===== config.mk =====
export PLATFORM = sky130hd
export DESIGN_NAME = shreg_seq_ctl
export DESIGN_NICKNAME = d
export VERILOG_FILES = /design/src/rtl/shreg_seq_ctl.sv
export SDC_FILE = /design/constraint.sdc
export NUM_CORES = 1
export LEC_CHECK = 0
export CAP_MARGIN = 10
export CORE_ASPECT_RATIO = 0.75
export CORE_MARGIN = 1.5
export CORE_UTILIZATION = 39
export DETAILED_ROUTE_END_ITERATION = 8
export MAX_ROUTING_LAYER = met4
export PLACE_DENSITY = 0.83
export SKIP_LAST_GASP = 1
export SYNTH_ARGS = -nofsm -noshare
export SYNTH_HDL_FRONTEND = slang
export SYNTH_SLANG_ARGS = --single-unit

===== constraint.sdc =====
create_clock -name clk -period 1.7 [get_ports clk]
set_clock_uncertainty 0.2 [all_clocks]
set_input_delay 0.17 -clock clk [delete_from_list [all_inputs] [get_ports clk]]
set_output_delay 0.17 -clock clk [all_outputs]
set_load 0.1 [all_outputs]

===== src/rtl/shreg_seq_ctl.sv =====
// Sequencer for an 8-bit universal tri-state shift/storage register.
// Each transaction parallel-loads a byte, shifts NSHIFT bits while feeding a
// serial bit, then enables the register outputs and captures the result.
// All control pins come from flops updated from the next state. The only
// exception is ser_in, which is gated straight onto sl/sr.
module shreg_seq_ctl #(
  parameter int WIDTH  = 8,
  parameter int NSHIFT = 8
) (
  input  logic             clk,
  input  logic             clr,
  input  logic             start,
  input  logic             dir,
  input  logic [WIDTH-1:0] tx,
  input  logic             ser_in,
  input  logic [WIDTH-1:0] qio_in,
  output logic             s1,
  output logic             s0,
  output logic             g1,
  output logic             g2,
  output logic             sl,
  output logic             sr,
  output logic [WIDTH-1:0] bus_out,
  output logic             bus_oe,
  output logic             busy,
  output logic             done,
  output logic [WIDTH-1:0] rdata
);

  typedef enum logic [2:0] {
    ST_IDLE  = 3'd0,
    ST_LOAD  = 3'd1,
    ST_SHIFT = 3'd2,
    ST_READ  = 3'd3,
    ST_DONE  = 3'd4
  } state_t;

  // The counter value on the last SHIFT cycle. It is unused when NSHIFT is 0.
  localparam logic [3:0] LAST_CNT  = (NSHIFT > 0) ? 4'(NSHIFT - 1) : 4'd0;
  localparam logic       HAS_SHIFT = (NSHIFT > 0) ? 1'b1 : 1'b0;

  state_t           state_q, state_d;
  logic [3:0]       cnt_q, cnt_d;
  logic             dir_q;
  logic [WIDTH-1:0] bus_out_q;
  logic [WIDTH-1:0] rdata_q;
  logic             s1_q, s0_q, oe_n_q, bus_oe_q, busy_q, done_q;
  logic             sl_en_q, sr_en_q;

  // Next-state and bit-counter logic
  always_comb begin
    state_d = state_q;
    cnt_d   = cnt_q;
    case (state_q)
      ST_IDLE: begin
        if (start) state_d = ST_LOAD;
        else       state_d = ST_IDLE;
      end
      ST_LOAD: begin
        cnt_d = 4'd0;
        if (HAS_SHIFT) state_d = ST_SHIFT;
        else           state_d = ST_READ;
      end
      ST_SHIFT: begin
        if (cnt_q == LAST_CNT) begin
          state_d = ST_READ;
          cnt_d   = 4'd0;
        end else begin
          cnt_d = cnt_q + 4'd1;
        end
      end
      ST_READ: state_d = ST_READ == state_q ? ST_DONE : ST_IDLE;
      ST_DONE: state_d = ST_IDLE;
      default: state_d = ST_IDLE;
    endcase
  end

  // State, latched transaction data, capture register and pin flops decoded from the next state
  always_ff @(posedge clk) begin
    if (clr) begin
      state_q   <= ST_IDLE;
      cnt_q     <= 4'd0;
      dir_q     <= 1'b0;
      bus_out_q <= '0;
      rdata_q   <= '0;
      s1_q      <= 1'b0;
      s0_q      <= 1'b0;
      oe_n_q    <= 1'b1;
      bus_oe_q  <= 1'b0;
      busy_q    <= 1'b0;
      done_q    <= 1'b0;
      sl_en_q   <= 1'b0;
      sr_en_q   <= 1'b0;
    end else begin
      state_q <= state_d;
      cnt_q   <= cnt_d;
      // bus_out_q doubles as the latched copy of tx for the whole transaction
      if (state_q == ST_IDLE && start) begin
        bus_out_q <= tx;
        dir_q     <= dir;
      end
      if (state_q == ST_READ) begin
        rdata_q <= qio_in;
      end
      s1_q     <= 1'b0;
      s0_q     <= 1'b0;
      oe_n_q   <= 1'b1;
      bus_oe_q <= 1'b0;
      busy_q   <= 1'b0;
      done_q   <= 1'b0;
      sl_en_q  <= 1'b0;
      sr_en_q  <= 1'b0;
      case (state_d)
        ST_LOAD: begin
          s1_q     <= 1'b1;
          s0_q     <= 1'b1;
          bus_oe_q <= 1'b1;
          busy_q   <= 1'b1;
        end
        ST_SHIFT: begin
          // dir_q is already latched, because SHIFT is only entered after LOAD
          s1_q    <= dir_q;
          s0_q    <= ~dir_q;
          sl_en_q <= dir_q;
          sr_en_q <= ~dir_q;
          busy_q  <= 1'b1;
        end
        ST_READ: begin
          oe_n_q <= 1'b0;
          busy_q <= 1'b1;
        end
        ST_DONE: begin
          done_q <= 1'b1;
        end
        default: begin
          done_q <= 1'b0;
        end
      endcase
    end
  end

  assign s1      = s1_q;
  assign s0      = s0_q;
  assign g1      = oe_n_q;
  assign g2      = oe_n_q;
  assign sl      = sl_en_q & ser_in;
  assign sr      = sr_en_q & ser_in;
  assign bus_out = bus_out_q;
  assign bus_oe  = bus_oe_q;
  assign busy    = busy_q;
  assign done    = done_q;
  assign rdata   = rdata_q;

endmodule


Word-level counts from Yosys, hierarchy flattened
Cells that the tools add are included.
{"block": "classes", "n_eq_ne": 9, "bitwise_logic": 4, "n_mux": 12, "n_addsub": 1, "reduce_logical": 5}
{"cell": "equality test 3 x 2 -> 1 bit, second input constant", "n": 4}
{"cell": "case mux 3 bit (4 select lines)", "n": 1}
{"cell": "case mux 4 bit (2 select lines)", "n": 1}
{"cell": "equality test 3 x 1 -> 1 bit, second input constant", "n": 2}
{"cell": "two-way mux 3 bit", "n": 2}
{"cell": "two-way mux 1 bit", "n": 5}
{"cell": "adder 4 x 1 -> 4 bit, second input constant", "n": 1}
{"cell": "equality test 4 x 3 -> 1 bit, second input constant", "n": 1}
{"cell": "two-way mux 4 bit", "n": 1}
{"cell": "case mux 1 bit (2 select lines)", "n": 2}
{"cell": "equality test 2 x 3 -> 1 bit, first input constant", "n": 1}
{"cell": "equality test 3 bit, second input constant", "n": 1}
{"cell": "zero test 3 bit", "n": 1}
{"cell": "OR reduction 3 bit", "n": 1}
{"cell": "AND 1 bit", "n": 2}
{"cell": "NOT 1 bit", "n": 2}
{"cell": "nonzero test 2 bit", "n": 1}
{"cell": "OR reduction 2 bit", "n": 1}
{"cell": "logical AND 1 bit", "n": 1}
{"block": "totals", "reg_bits": 32, "input_bits": 21, "elab_cells": 44}

Logic depth before layout (Yosys ltp)
{"block": "logic_depth", "ltp_word": 6, "depth_mapped": 6}

Worst setup path before layout
OpenSTA, ideal clock, no wires.
{"block": "synth_path", "kind": "reg-to-output", "from": "reg oe_n_q, in the netlist g1", "to": "out g2", "n_path_buf": 1, "slack_ns": -0.026, "required_ns": 1.330, "arrival_time_ns": 1.356, "stages_incl_launch_ff": 2, "cell_sequence": "dfxtp_1 buf_4"}
{"element": "start: declaration", "line": "47", "text": "logic s1_q, s0_q, oe_n_q, bus_oe_q, busy_q, done_q;"}
{"element": "start signal: assignment", "line": "88", "text": "oe_n_q <= 1'b1;"}
{"element": "start signal: assignment", "line": "107", "text": "oe_n_q <= 1'b1;"}
{"element": "start signal: assignment", "line": "129", "text": "oe_n_q <= 1'b0;"}
{"element": "end: declaration", "line": "20", "text": "output logic g2,"}
No word-level cell between the ends.

Final worst setup path
{"block": "layout_path", "from": "reg cnt_q[0]", "to": "reg cnt_q[3]"}
{"block": "layout_between", "elab_chain_cells": 3, "elab_cells_between_ends": 4}
{"element": "start: declaration", "line": "43", "text": "logic [3:0] cnt_q, cnt_d;"}
{"element": "start signal: assignment", "line": "96", "text": "cnt_q <= cnt_d;"}
{"element": "adder 4 x 1 -> 4 bit / equality test 4 x 3 -> 1 bit (equally long branches)", "line": "69, 65"}
{"element": "two-way mux 4 bit (*)", "line": "65", "text": "if (cnt_q == LAST_CNT) begin"}
{"element": "case mux 4 bit (2 select lines) (*)", "line": "54", "text": "case (state_q)"}
Mark *: on every way between the ends. The rest lies on a longest branch, timed or not.
A chain may end at the register's enable or synchronous reset.

==> qor.yml <==
logic_synthesis:
  yosys.area.top_type: "dfxtp_1"
  syn-mean-instance-area_um2: 9.622
  synthFlopType: "dfxtp_1"
  synth_area_mm2: 0.001241
  yosysMostFrequentCell: "dfxtp_1"
  async_flop_share_pct: 0
  syn-num-nets: 151
  yosysSeqAreaShare_pct: 51.61
  yosysWarnings: 0
  netlist_top_cells_area: "dfxtp_1, mux2i_1, nand2_1"
  yosys_register_bits: 32
  synth.distinct_cells: 35
  synth_top_cell_area_share_pct: 51.61
  synth_common_cells: "dfxtp_1, nand2_1, nor2_1"
  netlist_instances: 129
  synth_edf_count: 0
critical_path:
  r2r-end: "cnt_q[3]"
  cp-end-kind: "flip-flop"
  path_max_fanout: 4
  path_buf_inv: 0
  ff2ff_setup_slack_ps: 60
  rr_worst_depth: 5
  crit_family: "simple AND/OR/NAND/NOR gates"
  worst_ep_required_time_ps: 1720
  cp-startpoint: "cnt_q[0]"
  reg2reg_from: "cnt_q[0]"
  cp-start-kind: "flip-flop"
  critical_path_depth: 5
  crit_type: "flip-flop to flip-flop"
  worst_path_largest_cell_delay_ps: 370
  crit_arrival_ps: 1660
  slowest_stage: "or3_4"
  cp_cell_sequence: "ha_2, and3b_1, nand3b_4, or3_4, a21oi_2"
outcome:
  status: "completed"
clock_network:
  cts_buffers: 5
  root_buffer: "clkbuf_8"
  postCtsSetupBuffers: 0
  clock_latency_ps: 280
  h-tree-depth: 2
  ctsHoldBuffers: 0
  clock_sinks: 32
  cts_tree: "built"
  ctsResizeCount: 0
  cts_buffer_depth: 2
  clk_pin_slew_ps: 60
timing:
  setup_slack_ps: 57.44
  worstMarginPinSlew_ps: 421.4
  setup_viol: 0
  max_slew_margin_pct: 71.71
  rsz0062_at_grt: "no"
  slew_violations: 0
  finalCritPeriodShare_pct: 96.62
  clock.fmax_ghz: 0.6088
  hold_slack_ps: 242.2
  finalSetupTns_ps: 0
  fin_crit_ps: 1643
  finalHoldViolations: 0
placed_design:
  dpl_cell_area_mm2: 0.001979
  pre_cts_slack_ps: 25.03
  numPortBuffers: 45
  dp_hpwl_um: 2210
  gp_congestion: 0.7765
route:
  first_pass_iters: 4
  drt-initial-drc-count: 47
  final_antenna_net_count: 0
  wl_met2_um: 1497
  drt-vias-per-instance: 5.009
  drcViolationCount: 0
  met3_length_um: 157
  wl_per_cell_um: 13.42
  top_layer_used: "met4"
  vias: 1082
  routed_wl_um: 2899
  met1_length_um: 1177
grt:
  grt_usage_pct: 18.85
  grt_pass1_wl_um: 4554
  grt_max_degree: 16
  grt_overflow_total: 0
  antenna_found_initial: 0
  first_global_vias: 1027
final_layout:
  fin_nets: 200
  area_growth_pct: 68.04
  postLayoutCellArea_mm2: 0.002086
  seqCellArea_um2: 644.4
  drive_above_1_share_pct: 27.53
  antenna_cells: 0
  fillCellCount: 210
  final_util_pct: 70.04
  multi_input_area_um2: 548.0
hold_path:
  worstHoldStart: "tx[4]"
  hold_path_depth: 3
  hold_class: "input pin to flip-flop"
  holdPathEnd: "bus_out[4]"
floorplanning:
  die_h_um: 51.86
  die_w_um: 68.14
  core_region_area_mm2: 0.002978
  rows: 17
  num_io_pins: 46
  start_util_pct: 41.68
  die_area_mm2: 0.003533
pwr:
  max-vdd-ir-drop_v: 0.0006782
  p_leak_uw: 0.0008666
  power_density_mw_per_mm2: 960.5
job:
  maxCapViolations: 0
## layer usage
| metal | GRT usage, % | up-vias |
|---|---|---|
| li1 | - | 529 |
| met1 | 20.22 | 514 |
| met2 | 30.58 | 31 |
| met3 | 6.710 | 8 |
| met4 | 10.00 | 0 |
| met5 | - | - |
## cell type report
class / count / area share [%]
tap: 38 / 2.280
multi-input combinational: 87 / 26.27
clock buffer: 7 / 4.619
sequential: 32 / 30.89
timing repair buffer: 51 / 35.75
inverter: 1 / 0.1800
## state kept, by name (all words and copies together), names as in the netlist
| name | cells |
|---|---|
| bus_oe | 1 |
| bus_out | 8 |
| busy | 1 |
| cnt_q | 4 |
| dir_q | 1 |
| done | 1 |
| g1 | 1 |
| rdata | 8 |
| s0 | 1 |
| s1 | 1 |
| sl_en_q | 1 |
| sr_en_q | 1 |
| state_q | 3 |
## power breakdown
part           leakage [µW]  internal [µW]  switching [µW]
logic              0.000555            220             329
registers          0.000261            792            46.5
clock network     0.0000503            360             257
total              0.000867           1370             632
## worst max path at each step
stage / end
4_1_cts: cnt_q[3]
2_1_floorplan: cnt_q[3]
3_5_place_dp: cnt_q[3]
3_3_place_gp: cnt_q[3]
6_report: cnt_q[3]
5_1_grt: cnt_q[3]
## worst min-delay path: stages
cell,delay [ps]
clkdlybuf4s50_1,400
nand2_1,60
a21oi_1,50
## metrics by stage
step	total power, µW	cells
3_5_place_dp	1404	209
2_1_floorplan	1179	129
6_report	2003	216
5_1_grt	2086	216
4_1_cts	2019	216
3_3_place_gp	1390	209
## cells by family after synthesis
kind of cell               Yosys count  share of synthesized area (%)
DFF                                 32                          51.61
muxes                                8                          6.452
adders and majority gates            1                          1.008
buffers and inverters               10                          4.838
AOI/OAI and AO/OA                   23                          11.29
and+or+nand+nor                     54                          24.09
xor gates and xnor gates             1                         0.7058
## layout by cell type (no fill, tap or decap), types with 2 or more instances in the layout
master	synthesis	routed
clkbuf_8	0	7
clkdlybuf4s50_1	0	20
o21ai_0	2	2
a21oi_1	12	12
mux2i_1	8	8
nand2b_1	3	3
buf_12	0	25
and2_1	2	2
buf_4	1	6
dfxtp_1	32	29
nand3b_1	2	2
dfxtp_2	0	3
nor2_1	17	17
nand2_1	20	20
o22ai_1	2	2
(Power assumes the default switching activity.)
